==> src/rtl/down_counter_reload.sv <==
// Loadable down-counter with optional auto-reload at terminal count.
// Outputs are registered or decoded from the state register, so no input reaches an output combinationally.
module down_counter_reload #(
    parameter int               WIDTH     = 5,
    parameter logic [WIDTH-1:0] RESET_VAL = {WIDTH{1'b1}}
) (
    input  logic             clk,
    input  logic             reset,
    input  logic             en,
    input  logic             start,
    input  logic             load,
    input  logic [WIDTH-1:0] load_val,
    input  logic             auto_reload,
    output logic [WIDTH-1:0] out,
    output logic             tc,
    output logic             done,
    output logic             busy
);

    typedef enum logic [1:0] {
        IDLE = 2'd0,
        RUN  = 2'd1,
        HALT = 2'd2
    } state_t;

    state_t           state_q, state_d;
    logic [WIDTH-1:0] out_q, out_d;
    logic [WIDTH-1:0] reload_q, reload_d;
    logic             tc_q, tc_d;
    logic             done_q, done_d;

    always_ff @(posedge clk or negedge reset) begin
        if (!reset) begin
            state_q  <= IDLE;
            out_q    <= RESET_VAL;
            reload_q <= RESET_VAL;
            tc_q     <= 1'b0;
            done_q   <= 1'b0;
        end else begin
            state_q  <= state_d;
            out_q    <= out_d;
            reload_q <= reload_d;
            tc_q     <= tc_d;
            done_q   <= done_d;
        end
    end

    // Priority per edge: load, then start, then counting.
    always_comb begin
        state_d  = state_q;
        out_d    = out_q;
        reload_d = reload_q;
        tc_d     = 1'b0;
        done_d   = done_q;
        if (load) begin
            out_d    = load_val;
            reload_d = load_val;
            done_d   = 1'b0;
            if (state_q == HALT) begin
                state_d = IDLE;
            end
        end else if (start && (state_q != RUN)) begin
            out_d   = reload_q;
            done_d  = 1'b0;
            state_d = RUN;
        end else if ((state_q == RUN) && en) begin
            if (out_q != '0) begin
                out_d = out_q - WIDTH'(1);
            end else begin
                tc_d = 1'b1;
                if (auto_reload) begin
                    out_d = reload_q;
                end else begin
                    // Halting keeps out at zero.
                    state_d = HALT;
                    done_d  = 1'b1;
                end
            end
        end
    end

    assign out  = out_q;
    assign tc   = tc_q;
    assign done = done_q;
    assign busy = (state_q == RUN);

endmodule

==> config.mk <==
export PLATFORM = sky130hd
export DESIGN_NAME = down_counter_reload
export DESIGN_NICKNAME = d
export VERILOG_FILES = /design/src/rtl/down_counter_reload.sv
export SDC_FILE = /design/constraint.sdc
export NUM_CORES = 1
export LEC_CHECK = 0
export BUFFER_PORTS_ARGS = -buffer_cell sky130_fd_sc_hd__buf_2
export CAP_MARGIN = 20
export CORE_MARGIN = 1
export CORE_UTILIZATION = 46
export CTS_CLUSTER_SIZE = 28
export DETAILED_ROUTE_END_ITERATION = 8
export PLACE_DENSITY = 0.71
export SLEW_MARGIN = 15
export SYNTH_ARGS = -nofsm -noshare
export SYNTH_HDL_FRONTEND = slang
export SYNTH_SLANG_ARGS = --single-unit
export TNS_END_PERCENT = 1
==> constraint.sdc <==
create_clock -name clk -period 2 [get_ports clk]
set_clock_uncertainty 0.1 [all_clocks]
set_input_delay 0 -clock clk [delete_from_list [all_inputs] [get_ports clk]]
set_output_delay 0 -clock clk [all_outputs]
set_load 0.01 [all_outputs]
==> run metrics, run 1 <==
outcome=finished clean; vias in the first global route=slightly below 700; grt total ovfl=0; Clock transition at path regs=0.09 ns; final number of max-transition violations=0; CP delay by family, top=buffers and inverters; Final Power=~0.8 mW; Root Driver=clkbuf_4; FF-to-FF End=out[0]$_DFFE_PN1P_; die area=approximately 0.0018 sq mm; P_leak=0.4652 nW; FMAX=523.3 MHz; Yosys warnings=0; clk sinks=14; post-route ant nets=0; CP peak stage delay=0.56 ns; syn nets=just under 90; FF+latch count, synth=14; Final Setup Violations=0; register area share after synthesis=0.4817; DRT Wirelength=between 1500 and 2000 um; die width=42.47 um; Synth Instances=75; VDD IR-drop max=roughly 0.55 mV; Power Dens Cells=783.2 mW/mm^2; # DRC=0; most used cell, CP=dlygate4sd3_1; die height=42.47 um; Finished Layout Cells=about 130; # IOs=19; drt via density=5.638; Layout area overhead=38.04%; period utilization=0.9554; Levels on crit path=6; via count=716; Setup CP Type=in -> reg; Slew headroom=0.6965; wire length per cell=13.73 um; Filler cells=120; Cells after DPL=between 100 and 150; RSZ-0062 raised after global routing=no; initial antenna violation count=0; Crit-path slowest cell=dlygate4sd3_1; Buffers on Ports=18; Crit path buffers/inverters=4; critical path cell sequence=dlygate4sd3_1, buf_4, nand2_1, dlygate4sd3_1, o21ai_1, dlygate4sd3_1; ratio of cells with drive above 1 in the final layout=0.3604; CTS tree=done; Crit Path Max Fanout=13; Total Nets Final=124; Worst Path Arrival=about 2 ns; Most used DFF post-synth=dfstp_2; CP required=2.12 ns; worst slew pin tran=0.4504 ns; initial drt markers=17; min Tclk post-route=1.911 ns; reg2reg setup slack=0.16 ns; max cap viols=0; Detailed Place HPWL=1198 um; post-synthesis cell area=753.2 sq um; Pre-antenna DRT Iters=4; Fin. Hold Viols=0; Syn Area/Cell=10.04 sq um; pin count of the biggest net entering global routing=15; asr flop ratio synth=1.000; Inserted Clock Buffers=3; Reg2Reg Depth=6; post-synth cell types=32; H-Tree Depth=1; worst r2r src=out[0]$_DFFE_PN1P_; Post-synth EDFFs=0; row count=14; Setup crit end kind=flip-flop; Worst setup SP type=input port; Skew-Pair Late Insertion Delay=0.28 ns; # diodes=0; Hold WC Path Type=in -> async; GR Util All Layers=0.2279; core box area=0.001524 sq mm; TNS Setup=0 ns; CTS Buffer Depth=2; first-pass GRT wire length=3022 um; GPL Wtd Cong=0.8788; Initial Util=0.4943
## cells in the mapped netlist, drive strengths merged, types with 2 or more instances
master,count,area share
inv,9,0.045
dfstp,10,0.35
nor2,3,0.015
a21oi,3,0.025
nor3,4,0.027
a21o,2,0.020
o211ai,5,0.050
nand2,7,0.035
o21ai,6,0.040
dfrtp,4,0.13
a31oi,4,0.033
or4b,2,0.032
## stage by stage
stage	util	hold slack [ns]	setup WS, ns	cell area [sq um]
after global routing	0.6823	0.04253	0.03232	1040
after CTS	0.6782	0.003037	0.05360	1033
after global placement	0.5690	-0.1914	0.2007	867.1
final	0.6823	0.02738	0.08912	1040
after detailed placement	0.5690	-0.1915	0.1731	867.1
after floorplan	-	-0.3956	0.3127	753.2
## cells in the final DEF, fill, tap and decap left out, drive strengths merged
cell type	count
dfrtp	4
nand3	1
a31oi	4
o32ai	1
ha	1
nor4b	1
nor2	3
dlygate4sd3	14
nand3b	1
o21ai	6
dfstp	10
mux2i	1
clkbuf	4
o2111ai	1
o211ai	5
mux2	1
o21bai	1
or4	1
a21o	2
nor4	1
xnor2	1
a21oi	3
nand2b	1
nor3	4
a32o	1
nand2	7
or4b	2
inv	9
buf	19
o31ai	1
## cell type report
type	instances	area, sq um	area share
Inverter	9	33.78	0.03249
Timing Repair Buffer	33	240.2	0.2310
Sequential cell	14	362.8	0.3490
Clock buffer	4	26.28	0.02527
Multi-Input combinational cell	51	356.6	0.3430
Tap cell	16	20.02	0.01925
## sequential cells by signal, indices dropped and copies added (netlist names)
signal	cells
tc	1
out	5
state_q	2
reload_q	5
done	1
## how the worst max path moves through the flow
stage,slack [ns],endpoint,startpoint
finish,0.09,reload_q[2]$_DFFE_PN1P_,load
global placement,0.20,out[0]$_DFFE_PN1P_,out[0]$_DFFE_PN1P_
detailed placement,0.17,out[0]$_DFFE_PN1P_,out[0]$_DFFE_PN1P_
floorplan,0.31,out[0]$_DFFE_PN1P_,out[0]$_DFFE_PN1P_
CTS,0.05,reload_q[2]$_DFFE_PN1P_,load
global route,0.03,reload_q[1]$_DFFE_PN1P_,load
## kinds of logic after synthesis
group,after synthesis,synth area share
fa+ha+maj,1,0.01661
compound gates,25,0.2325
flops,14,0.4817
xor+xnor,1,0.01163
buf+inv,10,0.04984
mux,2,0.02824
simple gates,22,0.1794
## worst register-to-register path, cell delays in order (launching register included)
cell     delay [ns]
dfstp_2        0.58
inv_1          0.07
ha_1           0.24
nor4b_2        0.20
a21oi_2        0.26
mux2i_1        0.23
a31oi_1        0.10
## power breakdown
group	switching [mW]	internal [mW]	leakage, nW	total (mW)
registers	0.0495	0.345	0.156	0.395
clock network	0.0909	0.0774	0.0150	0.168
logic	0.125	0.126	0.294	0.251
total	0.265	0.549	0.465	0.814
## routing by layer
metal	GRT usage	vias to the layer above	wire [um]
li1	-	351	-
met1	0.3058	335	812
met2	0.3446	25	806
met3	0.03879	5	81
met4	0.1313	0	43
met5	0	-	0
## repair_timing
item                                    4_1_cts  5_1_grt
endpoints found under the setup margin        0        3
setup buffers                                 0        0
endpoints found under the hold margin        28        0
hold buffers                                 14        0
gates resized for setup                       0        3
Power figures use the tool's default switching activity.
==> run 2, diff against run 1 <==
--- a/config.mk
+++ b/config.mk
@@ -5,14 +5,14 @@
 export SDC_FILE = /design/constraint.sdc
 export NUM_CORES = 1
 export LEC_CHECK = 0
+export ABC_AREA = 1
 export BUFFER_PORTS_ARGS = -buffer_cell sky130_fd_sc_hd__buf_2
 export CAP_MARGIN = 20
 export CORE_MARGIN = 1
 export CORE_UTILIZATION = 46
 export CTS_CLUSTER_SIZE = 28
 export DETAILED_ROUTE_END_ITERATION = 8
-export PLACE_DENSITY = 0.71
-export SLEW_MARGIN = 15
+export PLACE_DENSITY = 0.7
 export SYNTH_ARGS = -nofsm -noshare
 export SYNTH_HDL_FRONTEND = slang
 export SYNTH_SLANG_ARGS = --single-unit
==> constraint.sdc (replaced) <==
create_clock -name clk -period 2 [get_ports clk]
set_clock_uncertainty 0.1 [all_clocks]
set_input_delay 0 -clock clk [delete_from_list [all_inputs] [get_ports clk]]
set_output_delay 0 -clock clk [all_outputs]
set_load 0.005 [all_outputs]
==> run metrics, run 2 <==
vias in the first global route=689; drt via density=4.870; Worst Path Arrival=1.87 ns; Post-synth EDFFs=0; register area=362.8 sq um; Most used DFF post-synth=dfstp_2; Post-CTS Setup Repair Bufs=0; xor/xnor cell area share of the yosys netlist=0; FF-to-FF End=out[4]$_DFFE_PN1P_; CP required=2.12 ns; Final Setup Violations=0; Hold WC Path Type=in -> async; Crit Path Max Fanout=2; Setup CP Type=in -> reg; worst r2r src=out[0]$_DFFE_PN1P_; period utilization=0.8760; Cells after DPL=~140; Inserted Clock Buffers=3; # diodes=0; largest family of logic cells by synthesized area=simple AND/OR/NAND/NOR gates; wire length per cell=11.45 um; # IOs=19; CTS tree=done; DR top layer=met4; # DRC=0; Initial Util=0.5041; syn nets=115; Fin. Hold Viols=0; top-count cell post-synth=nand2_1; Finished Layout Cells=between 150 and 200; max cap viols=0; core box area=0.001541 sq mm; TNS Setup=0 ns; Routed met3 length=34 um; share of the synthesized area in the top cell type=0.3382; reg2reg setup slack=0.36 ns; Metal-1 WL=843 um; commonest non-fill, non-tap cell in the layout=nand2_1; Pre-antenna DRT Iters=4; pin count of the biggest net entering global routing=15; row count=14; Power Dens Cells=approximately 1100 mW/mm^2; post-synth cell types=17; VDD IR-drop max=roughly 0.68 mV; synth top area cells=dfstp_2, nand2_1, dfrtp_1; min Tclk post-route=about 1.8 ns; CTS Buffer Depth=2; RSZ-0062 raised after global routing=no; mux cell area share after synthesis=0; area of the multi-input gates=334.1 sq um; commonest non-fill, non-tap cells in the layout=nand2_1, inv_1, buf_2, dlygate4sd3_1, nand3_1; Layout area overhead=36.23%; register area share after synthesis=0.4670; DRT Wirelength=1764 um; Reg2Reg Depth=8; final number of max-transition violations=0; die height=roughly 43 um; FF+latch count, synth=14; Compound-Gate Fraction of Synth Area=0.08857; Slew headroom=0.7867; worst slew pin tran=0.3200 ns; Buffers on Ports=18; first-pass GRT wire length=about 3000 um; P_leak=0.5726 nW; routed length on met2=843 um; Skew-Pair Late Insertion Delay=between 0.2 and 0.3 ns; Filler cells=136; Clock transition at path regs=0.08 ns; grt total ovfl=0; GPL Wtd Cong=0.8502; H-Tree Depth=1; initial drt markers=8; Total Nets Final=151; commonest cells in the netlist=nand2_1, inv_1, nand3_1, dfstp_2; Setup crit end kind=flip-flop; Simple-Gate Fraction of Synth Area=0.3253; die width=43.10 um; post-synthesis cell area=approximately 780 sq um; ratio of cells with drive above 1 in the final layout=0.2899; outcome=finished clean; GR Util All Layers=0.2220; via count=750; Synth Area in Adders=0.01610; Synth Instances=103; post-route ant nets=0; Worst setup SP type=input port; FMAX=570.8 MHz; Detailed Place HPWL=around 1200 um; initial antenna violation count=0; post-synth top area cell=dfstp_2; asr flop ratio synth=1.000; clk sinks=14; die area=0.001858 sq mm; fin util=0.6867; Syn Area/Cell=7.544 sq um; Yosys warnings=0; Root Driver=clkbuf_4
[run 2: cell types whose count changed after synthesis, moves of 3 or more]
cell / before / now
o21ai_1: 3 / 0
nand2_1: 7 / 32
a31oi_1: 4 / 0
a21oi_1: 2 / 5
o211ai_1: 5 / 0
nand2_2: 0 / 4
nand3_1: 1 / 11
nor3_1: 4 / 0
inv_1: 7 / 20
[run 2: layer usage]
layer,global-route usage,up-vias
met5,0,-
met1,0.2757,346
li1,-,387
met3,0.02553,5
met2,0.3672,12
met4,0.1273,0
[run 2: power breakdown]
group	leakage [nW]	internal (mW)	switching, mW
logic	0.396	0.193	0.272
registers	0.156	0.391	0.0608
clock network	0.0210	0.111	0.0997
total	0.573	0.694	0.432
[run 2: logic make-up (layout without fill, tap and decap cells)]
kind of cell    count (synthesis)  after routing
flops                          14             14
simple gates                   56             56
buf+inv                        21             56
fa+ha+maj                       1              1
compound gates                 11             11
[run 2: critical path, stage by stage]
cell and delay [ns]:
dlygate4sd3_1 0.53, buf_2 0.12, nand2_1 0.06, dlygate4sd3_1 0.54, o21ai_0 0.07, dlygate4sd3_1 0.56
[run 2: per-stage QoR]
step                      area, sq um  setup slack, ns  hold WS [ns]  power [mW]
final                            1059           0.2480       0.04426       1.127
after global routing             1059           0.1457       0.08253       1.211
after CTS                        1059           0.2584       0.04556       1.130
after detailed placement        882.1           0.4077       -0.1912      0.8985
after global placement          882.1           0.4475       -0.1908      0.8902
after floorplan                 777.0           0.5109       -0.3956      0.7568
[run 2: layout make-up]
type	count	area share
clock buffer	4	0.03428
sequential	14	0.3428
inverter	20	0.07092
timing repair buffer	32	0.2175
multi-input combinational	68	0.3156
tap	16	0.01891
[run 2: repair_timing]
item,in CTS,in global routing
hold endpoints to repair,26,0
hold buffers,14,0
gates resized for setup,0,0
setup endpoints to repair,0,0
[run 2: how the worst max path moves through the flow]
stage	from	endpoint	slack, ns	depth (start not counted)
4_1_cts	load_val[3]	reload_q[3]$_DFFE_PN1P_	0.26	6
2_1_floorplan	out[0]$_DFFE_PN1P_	out[0]$_DFFE_PN1P_	0.51	9
3_3_place_gp	out[0]$_DFFE_PN1P_	out[4]$_DFFE_PN1P_	0.45	8
3_5_place_dp	out[0]$_DFFE_PN1P_	out[4]$_DFFE_PN1P_	0.41	8
5_1_grt	load_val[3]	reload_q[3]$_DFFE_PN1P_	0.15	6
6_report	load_val[3]	reload_q[3]$_DFFE_PN1P_	0.25	6
